**config.mk**
```make
export PLATFORM = sky130hd
export DESIGN_NAME = camera_dvp_emulator
export DESIGN_NICKNAME = d
export VERILOG_FILES = /design/src/rtl/camera_dvp_emulator.sv
export SDC_FILE = /design/constraint.sdc
export NUM_CORES = 1
export LEC_CHECK = 0
export CAP_MARGIN = 20
export CORE_MARGIN = 5
export CORE_UTILIZATION = 55
export DETAILED_ROUTE_END_ITERATION = 8
export DONT_BUFFER_PORTS = 1
export PLACE_DENSITY_LB_ADDON = 0.08
export SYNTH_ARGS = -nofsm -noshare
export SYNTH_HDL_FRONTEND = slang
export SYNTH_SLANG_ARGS = --single-unit
```
**constraint.sdc**
```tcl
create_clock -name clk_in -period 2.8 [get_ports clk_in]
set_clock_uncertainty 0.1 [all_clocks]
set_input_delay 0.56 -clock clk_in [delete_from_list [all_inputs] [get_ports clk_in]]
set_output_delay 0.56 -clock clk_in [all_outputs]
set_load 0.1 [all_outputs]
```
**src/rtl/camera_dvp_emulator.sv**
```systemverilog
// Synthetic DVP camera source: emulated PCLK plus HS/VS/data timing with an
// internal test-pattern generator or an upstream byte source. All video
// outputs change only on the PCLK falling edge so they are centred on the
// rising edge that the receiver samples.
module camera_dvp_emulator #(
  parameter int H_ACTIVE      = 320,
  parameter int V_ACTIVE      = 240,
  parameter int H_BLANK       = 16,
  parameter int V_BLANK_LINES = 4,
  parameter int PCLK_HALF     = 2
) (
  input  logic       clk_in,
  input  logic       rst_in,
  input  logic       enable_in,
  input  logic [1:0] pattern_sel_in,
  input  logic [7:0] pixel_data_in,
  output logic       pixel_req_out,
  output logic       cam_pclk_out,
  output logic       cam_hs_out,
  output logic       cam_vs_out,
  output logic [7:0] cam_data_out,
  output logic       frame_start_out,
  output logic       busy_out
);

  localparam int LINE_TICKS = H_BLANK + H_ACTIVE;
  localparam int VB_TICKS   = V_BLANK_LINES * LINE_TICKS;
  // One blank counter serves both vertical and horizontal blanking.
  localparam int BLANK_MAX  = (VB_TICKS > H_BLANK) ? VB_TICKS : H_BLANK;
  localparam int BW = (BLANK_MAX > 1) ? $clog2(BLANK_MAX) : 1;
  localparam int CW = (H_ACTIVE > 1) ? $clog2(H_ACTIVE) : 1;
  localparam int LW = (V_ACTIVE > 1) ? $clog2(V_ACTIVE) : 1;
  localparam int PW = (PCLK_HALF > 1) ? $clog2(PCLK_HALF) : 1;

  typedef enum logic [1:0] {IDLE, VBLANK, HBLANK, ACTIVE} state_t;

  state_t        state_q, state_d;
  logic [PW-1:0] half_cnt_q, half_cnt_d;
  logic          pclk_q, pclk_d;
  logic [BW-1:0] blank_cnt_q, blank_cnt_d;
  logic [CW-1:0] col_q, col_d;
  logic [LW-1:0] line_q, line_d;
  logic [1:0]    sel_q, sel_d;
  logic          hs_q, hs_d;
  logic          vs_q, vs_d;
  logic [7:0]    data_q, data_d;
  logic          frame_start_q, frame_start_d;
  logic          busy_q, busy_d;

  logic          tick;
  logic          load;
  logic [CW-1:0] load_col;
  logic          pixel_req;

  function automatic logic [7:0] pattern_byte(input logic [1:0]    mode,
                                               input logic [CW-1:0] col,
                                               input logic [LW-1:0] line,
                                               input logic [7:0]    ext);
    logic [7:0] c8;
    logic [7:0] l8;
    c8 = 8'(col);
    l8 = 8'(line);
    case (mode)
      2'd1:    pattern_byte = c8;
      2'd2:    pattern_byte = l8;
      2'd3:    pattern_byte = (c8[3] ^ l8[3]) ? 8'hFF : 8'h00;
      default: pattern_byte = ext;
    endcase
  endfunction

  // Next-state logic: PCLK divider, frame/line sequencer and pixel loading.
  always_comb begin
    state_d       = state_q;
    half_cnt_d    = half_cnt_q;
    pclk_d        = pclk_q;
    blank_cnt_d   = blank_cnt_q;
    col_d         = col_q;
    line_d        = line_q;
    sel_d         = sel_q;
    hs_d          = hs_q;
    vs_d          = vs_q;
    data_d        = data_q;
    frame_start_d = 1'b0;
    busy_d        = busy_q;
    load          = 1'b0;
    load_col      = '0;
    pixel_req     = 1'b0;

    if (half_cnt_q == PW'(PCLK_HALF - 1)) begin
      half_cnt_d = '0;
      pclk_d     = ~pclk_q;
    end else begin
      half_cnt_d = half_cnt_q + PW'(1);
    end

    // A tick is the cycle whose closing edge drives PCLK from 1 to 0.
    tick = (half_cnt_q == PW'(PCLK_HALF - 1)) && pclk_q;

    if (tick) begin
      case (state_q)
        IDLE: begin
          if (enable_in) begin
            state_d     = VBLANK;
            sel_d       = pattern_sel_in;
            blank_cnt_d = '0;
            busy_d      = 1'b1;
          end
        end
        VBLANK: begin
          if (blank_cnt_q == BW'(VB_TICKS - 1)) begin
            state_d       = HBLANK;
            blank_cnt_d   = '0;
            line_d        = '0;
            vs_d          = 1'b1;
            frame_start_d = 1'b1;
          end else begin
            blank_cnt_d = blank_cnt_q + BW'(1);
          end
        end
        HBLANK: begin
          if (blank_cnt_q == BW'(H_BLANK - 1)) begin
            state_d  = ACTIVE;
            col_d    = '0;
            hs_d     = 1'b1;
            load     = 1'b1;
            load_col = '0;
          end else begin
            blank_cnt_d = blank_cnt_q + BW'(1);
          end
        end
        default: begin
          if (col_q == CW'(H_ACTIVE - 1)) begin
            hs_d        = 1'b0;
            data_d      = 8'h00;
            blank_cnt_d = '0;
            col_d       = '0;
            if (line_q != LW'(V_ACTIVE - 1)) begin
              line_d  = line_q + LW'(1);
              state_d = HBLANK;
            end else begin
              // Frame boundary: enable and pattern select are sampled here.
              vs_d   = 1'b0;
              line_d = '0;
              if (enable_in) begin
                state_d = VBLANK;
                sel_d   = pattern_sel_in;
              end else begin
                state_d = IDLE;
                busy_d  = 1'b0;
              end
            end
          end else begin
            col_d    = col_q + CW'(1);
            load     = 1'b1;
            load_col = col_q + CW'(1);
          end
        end
      endcase
    end

    if (load) begin
      data_d    = pattern_byte(sel_q, load_col, line_q, pixel_data_in);
      pixel_req = (sel_q == 2'd0);
    end
  end

  // State and output registers; reset returns everything to idle at once.
  always_ff @(posedge clk_in or posedge rst_in) begin
    if (rst_in) begin
      state_q       <= IDLE;
      half_cnt_q    <= '0;
      pclk_q        <= 1'b0;
      blank_cnt_q   <= '0;
      col_q         <= '0;
      line_q        <= '0;
      sel_q         <= 2'd0;
      hs_q          <= 1'b0;
      vs_q          <= 1'b0;
      data_q        <= 8'h00;
      frame_start_q <= 1'b0;
      busy_q        <= 1'b0;
    end else begin
      state_q       <= state_d;
      half_cnt_q    <= half_cnt_d;
      pclk_q        <= pclk_d;
      blank_cnt_q   <= blank_cnt_d;
      col_q         <= col_d;
      line_q        <= line_d;
      sel_q         <= sel_d;
      hs_q          <= hs_d;
      vs_q          <= vs_d;
      data_q        <= data_d;
      frame_start_q <= frame_start_d;
      busy_q        <= busy_d;
    end
  end

  assign pixel_req_out   = pixel_req;
  assign cam_pclk_out    = pclk_q;
  assign cam_hs_out      = hs_q;
  assign cam_vs_out      = vs_q;
  assign cam_data_out    = data_q;
  assign frame_start_out = frame_start_q;
  assign busy_out        = busy_q;

endmodule
```
After elaboration in Yosys (flattened, before gate mapping)

Index checks and enable logic that the tools add are counted.

Eq/ne operators: 17
Muxes and demuxes: 52
$add $sub $neg: 4
Bitwise logic cells: 5
Reduce and logical (&&, ||, !) cells: 22

Operators by type and width:

| cell                                            | count |
|---|---|
| 2-to-1 mux 8 bit                                | 10 |
| 2-to-1 mux 11 bit                               | 4 |
| one-hot mux 11 bit (3 select lines)             | 1 |
| one-hot mux 8 bit (3 select lines)              | 1 |
| 2-to-1 mux 1 bit                                | 18 |
| 2-to-1 mux 9 bit                                | 2 |
| one-hot mux 9 bit (2 select lines)              | 1 |
| 2-to-1 mux 2 bit                                | 8 |
| one-hot mux 8 bit (2 select lines)              | 1 |
| AND reduction 4 bit                             | 4 |
| adder 11 x 1 -> 11 bit (second input constant)  | 1 |
| == test 11 bit (second input constant)          | 1 |
| == test 11 x 4 -> 1 bit (second input constant) | 1 |
| AND reduction 5 bit                             | 2 |
| nonzero test 2 bit                              | 5 |
| adder 9 x 1 -> 9 bit (second input constant)    | 1 |
| == test 9 bit (second input constant)           | 1 |
| adder 8 x 1 -> 8 bit (second input constant)    | 1 |
| != test 2 x 1 -> 1 bit (second input constant)  | 4 |
| != test 2 bit (second input constant)           | 4 |
| != test 8 bit (second input constant)           | 1 |
| one-hot mux 1 bit (2 select lines)              | 4 |
| == test 2 bit (second input constant)           | 3 |
| one-hot mux 2 bit (3 select lines)              | 1 |
| other kinds (12)                                | 20 |

Input bits: 13
Output and inout port bits: 14
Logic and storage cells: 112
Flip-flop bits (word level): 46

Longest topological paths before layout

Depth in word-level cells: 8
Mapped depth: 10
Depth with buffers taken out: 8

Worst setup path before layout

Ideal clock, no wire load.

Kind: flip-flop to output port
Start point: register state_q[0]
End point: output port pixel_req_out
Cell stages (with the launch flop): 10
Data required time: 2,140 ps
Buffers on the path: 2
Path slack: -623 ps
Data arrival time: 2,763 ps
Path through: dfrtp_1 -> inv_1 -> ha_1 -> clkbuf_1 -> inv_1 -> or4_1 -> o21ai_1 -> nor2b_1 -> buf_2 -> and2_1

Longest elaborated chain between the ends: 5

Ends and longest elaborated chain:

| item                                                               | RTL line | text |
|---|---|---|
| start: declaration                                                 | 37       | `state_t state_q, state_d;` |
| start signal: assignment                                           | 183      | `state_q <= state_d;` |
| == test 2 x 1 -> 1 bit / logical NOT 2 bit (equally long branches) | 100      | `case (state_q)` |
| OR reduction 2 bit (no line)                                       | n/a      |  |
| one-hot mux 1 bit (2 select lines) (*)                             | 100      |  |
| 2-to-1 mux 1 bit (*)                                               | 99       | `if (tick) begin` |
| 2-to-1 mux 1 bit (*)                                               | 161      | `if (load) begin` |
| end: declaration                                                   | 17       | `output logic pixel_req_out,` |

Mark *: on every way between the ends. The rest lies on a longest branch, timed or not.

Final worst setup path

Start point: register blank_cnt_q[8]
End point: output port pixel_req_out

Longest elaborated chain between the ends: 5

Ends and longest elaborated chain:

| item                               | RTL line | text |
|---|---|---|
| start: declaration                 | 40       | `logic [BW-1:0] blank_cnt_q, blank_cnt_d;` |
| start signal: assignment           | 186      | `blank_cnt_q <= blank_cnt_d;` |
| == test 11 x 4 -> 1 bit            | 121      | `if (blank_cnt_q == BW'(H_BLANK - 1)) begin` |
| 2-to-1 mux 1 bit                   | 121      |  |
| one-hot mux 1 bit (2 select lines) | 100      |  |
| 2-to-1 mux 1 bit                   | 99       |  |
| 2-to-1 mux 1 bit                   | 161      |  |

Every way passes these cells.

==> results by group <==
STA
  – Final period util: 1.044
  – Hold Fails Final Rpt: 0
  – Fin crit period: 2.923 ns
  – Max-slew violations: 0
  – RSZ-0062 raised after global routing: yes
  – Final Setup Violations: 1
  – Slew HR: 0.3874
  – Slew @ Worst Pin: 0.9190 ns
  – Fmax: 342.1 MHz
  – TNS Setup: -0.1230 ns
  – Final worst setup slack: -0.1230 ns

Yosys
  – Synth unique cells: 50
  – Cell Area, Synth: 0.002754 mm²
  – Mapped Cells: 318
  – Post-synth EDFFs: 0
  – Async SR Flop Fraction: 1.000
  – Synthesized area per cell: 8.660 µm²
  – Seq cells post-synth: 46
  – Synth top area share: 0.4180
  – Top cells by area, synth: dfrtp_1 (42%), o21ai_0 (5.8%), nand2_1 (5.7%)
  – Post-synthesis sequential area ratio: 0.4180
  – Most used flip-flop cell after synthesis: dfrtp_1
  – Yosys top cell by area: dfrtp_1
  – Yosys warns: 0
  – Net count after synthesis: 339

Layout
  – Finished layout cell area: 0.003078 mm²
  – Share of cells above drive strength 1: 0.1257
  – Diodes inserted: 0
  – Area grow syn2layout: 11.77%
  – Post-layout net count: 354
  – Utilization after layout: 0.6431
  – Layout Cells excl Fill: 401

Die
  – FP Rows: 25
  – Die width: 80.76 µm
  – IO Pins: 27
  – Die area: 0.006522 mm²
  – Core ar.: 0.004786 mm²
  – Die height: 80.76 µm
  – Initial core utilization: 0.5754

Place
  – Post-DP Area: 0.002887 mm²
  – Number of port buffers: 0
  – Placed Cells incl. Taps: 387
  – Hpwl dp: 4586 µm
  – Gpl congestion: 0.8195
  – Setup WS pre-CTS: 0.04896 ns

Clocking
  – CTS tree: done
  – CTS clk-pin slew, worst paths: 0.09 ns
  – CTS root buf: clkbuf_8
  – Clk sinks: 46
  – Clk_lat worst skew: 0.31 ns
  – CTS Buf Count: 5
  – H-Tree Depth: 2
  – Longest Clk Path Bufs: 2

Route
  – Routed WL per cell: 15.67 µm
  – Residual DRC: 0
  – Routed vias/inst: 5.955
  – Post-route ant nets: 0
  – Wirelength, routed: 6284 µm
  – 1st-iter DRT viols: 114
  – Drt pass-1 iters: 4
  – Vias after detailed routing: 2388

Setup path
  – Setup CP Type: reg -> out
  – Crit path DAT: 2.26 ns
  – CP Launch Type: register
  – Crit end category: output port
  – Required time of the critical path: 2.14 ns
  – Crit-path max FO: 2

GRT
  – Total gr overflow: 0
  – GR Util All Layers: 0.2077
  – Initial antenna violation count: 0
  – Vias in the first global route: 2294
  – Pin count of the biggest net entering global routing: 47
  – First-pass GRT wire length: 10610 µm

Min path
  – Worst min-delay path category: in -> reg

Run
  – Max-cap violations: 0

Power
  – Int Pwr: 0.0008959 W
  – Pwr dens: 370.5 mW/mm²
  – Switch Pwr: 0.0002445 W
  – Net Sw Frac: 0.2144
  – Peak supply drop: 263.1 µV
  – Clock Power Share: 0.400
  – Combinational power share: 0.018
  – Flop pwr share: 0.582
  – P_leak: 1.342 nW

Run status
  – Status: complete, but fails checks
  – Failing checks: setup timing
## synthesized netlist by cell type (2+ instances only)
cell type and number:
o21ai_1 23, a21oi_1 8, or3_1 5, nor4_1 4
nand3_1 16, nor2b_1 3, nand2b_1 9, clkbuf_1 7
o21ai_0 32, nand4b_1 4, a21o_1 3, xnor2_1 4
buf_2 2, xor2_1 4, dfrtp_1 46, or2_2 3
nand2_1 42, a31oi_1 3, inv_1 7, o31ai_1 5
nor2_1 20, and2_1 7, ha_1 8, a32o_1 2
or4_1 4, o211ai_1 2, and3_1 9, nor3_1 8
a22o_1 6, mux2_2 2
## power groups by stage
stage | registers, W | clock network [W] | logic, W
after floorplan | 0.000677 | 0 | 0.0000127
after global placement | 0.000677 | 0 | 0.0000172
after detailed placement | 0.000677 | 0 | 0.0000171
after CTS | 0.000664 | 0.000469 | 0.0000172
after global routing | 0.000664 | 0.000496 | 0.0000247
final | 0.000664 | 0.000456 | 0.0000205
## stage by stage
step	hold WS [ns]	power [W]
detailed placement	0.4069	0.0006940
finish	0.2980	0.001140
global placement	0.3973	0.0006941
CTS	0.2788	0.001150
floorplan	0.3666	0.0006896
global route	0.3028	0.001184
## what timing repair did
action | 4_1_cts | 5_1_grt
pin swaps | 3 | 0
endpoints found under the setup margin | 1 | 1
hold buffers | 0 | 1
hold endpoints to repair | 0 | 2
buffers inserted | 4 | 0
gates resized for setup | 4 | 2
## layout by cell type, fill, tap and decap left out, drive strengths merged, types with 3 or more instances in the layout
cell type and instances:
o21ai 55, dfrtp 46, nand2 44, nor2 20, nand3 16, buf 16
and3 9, nand2b 9, nor3 9, a21oi 8, ha 8, clkbuf 7
and2 7, inv 7, a22o 6, or3 6, o31ai 5, nor4 5
nand4b 4, xnor2 4, xor2 4, or4 4, a21o 3, or2 3
a31oi 3, mux2 3, nor2b 3
## cell families after synthesis
family | synth area share
muxes | 0.01726
adders and majority gates | 0.03635
AOI/OAI and AO/OA | 0.2095
and+or+nand+nor | 0.2694
xor gates and xnor gates | 0.02544
DFF | 0.4180
buffers and inverters | 0.02408
## final timing paths
check	startpoint	end	slack, ns	cells past startpoint
min	pattern_sel_in[1]	sel_q[1]$_DFFE_PP0P_	0.30	1
max reg2reg	blank_cnt_q[8]$_DFFE_PP0P_	blank_cnt_q[5]$_DFFE_PP0P_	0.44	7
min in group asynchronous	rst_in	col_q[4]$_DFFE_PP0P_	0.47	2
min reg2reg	half_cnt_q$_DFF_PP0_	half_cnt_q$_DFF_PP0_	0.42	1
max in group asynchronous	rst_in	line_q[1]$_DFFE_PP0P_	1.71	3
max	blank_cnt_q[8]$_DFFE_PP0P_	pixel_req_out	-0.12	5
## critical path, cell delays in order (launching register included)
cell and delay (ns):
dfrtp_1 0.38, or3_1 0.39, or4_4 0.55, o21ai_4 0.14
nor2b_4 0.16, and2_4 0.34
## routing by layer
metal | track usage | wire length, µm | vias to the layer above
met5 | 0 | 0 | -
met4 | 0.06081 | 58 | 0
met3 | 0.04324 | 265 | 8
met2 | 0.3419 | 3024 | 45
met1 | 0.2772 | 2935 | 1151
li1 | - | - | 1184
## area by class of cell
cell class              instances  area [µm²]
clock inverters                 1       8.758
flip-flops and latches         46        1151
fillers                       415        1708
well taps                      67       83.83
multi-input cells             255        1565
clock buffers                   7       96.34
inverters                       8       30.03
repair buffers                 17       142.6
## state kept, by name, summed over array words and instances, names as in the netlist, 2 cells and up
name	count
sel_q	2
line_q	8
cam_data_out	8
col_q	9
blank_cnt_q	11
state_q	2
(Power assumes the default switching activity.)
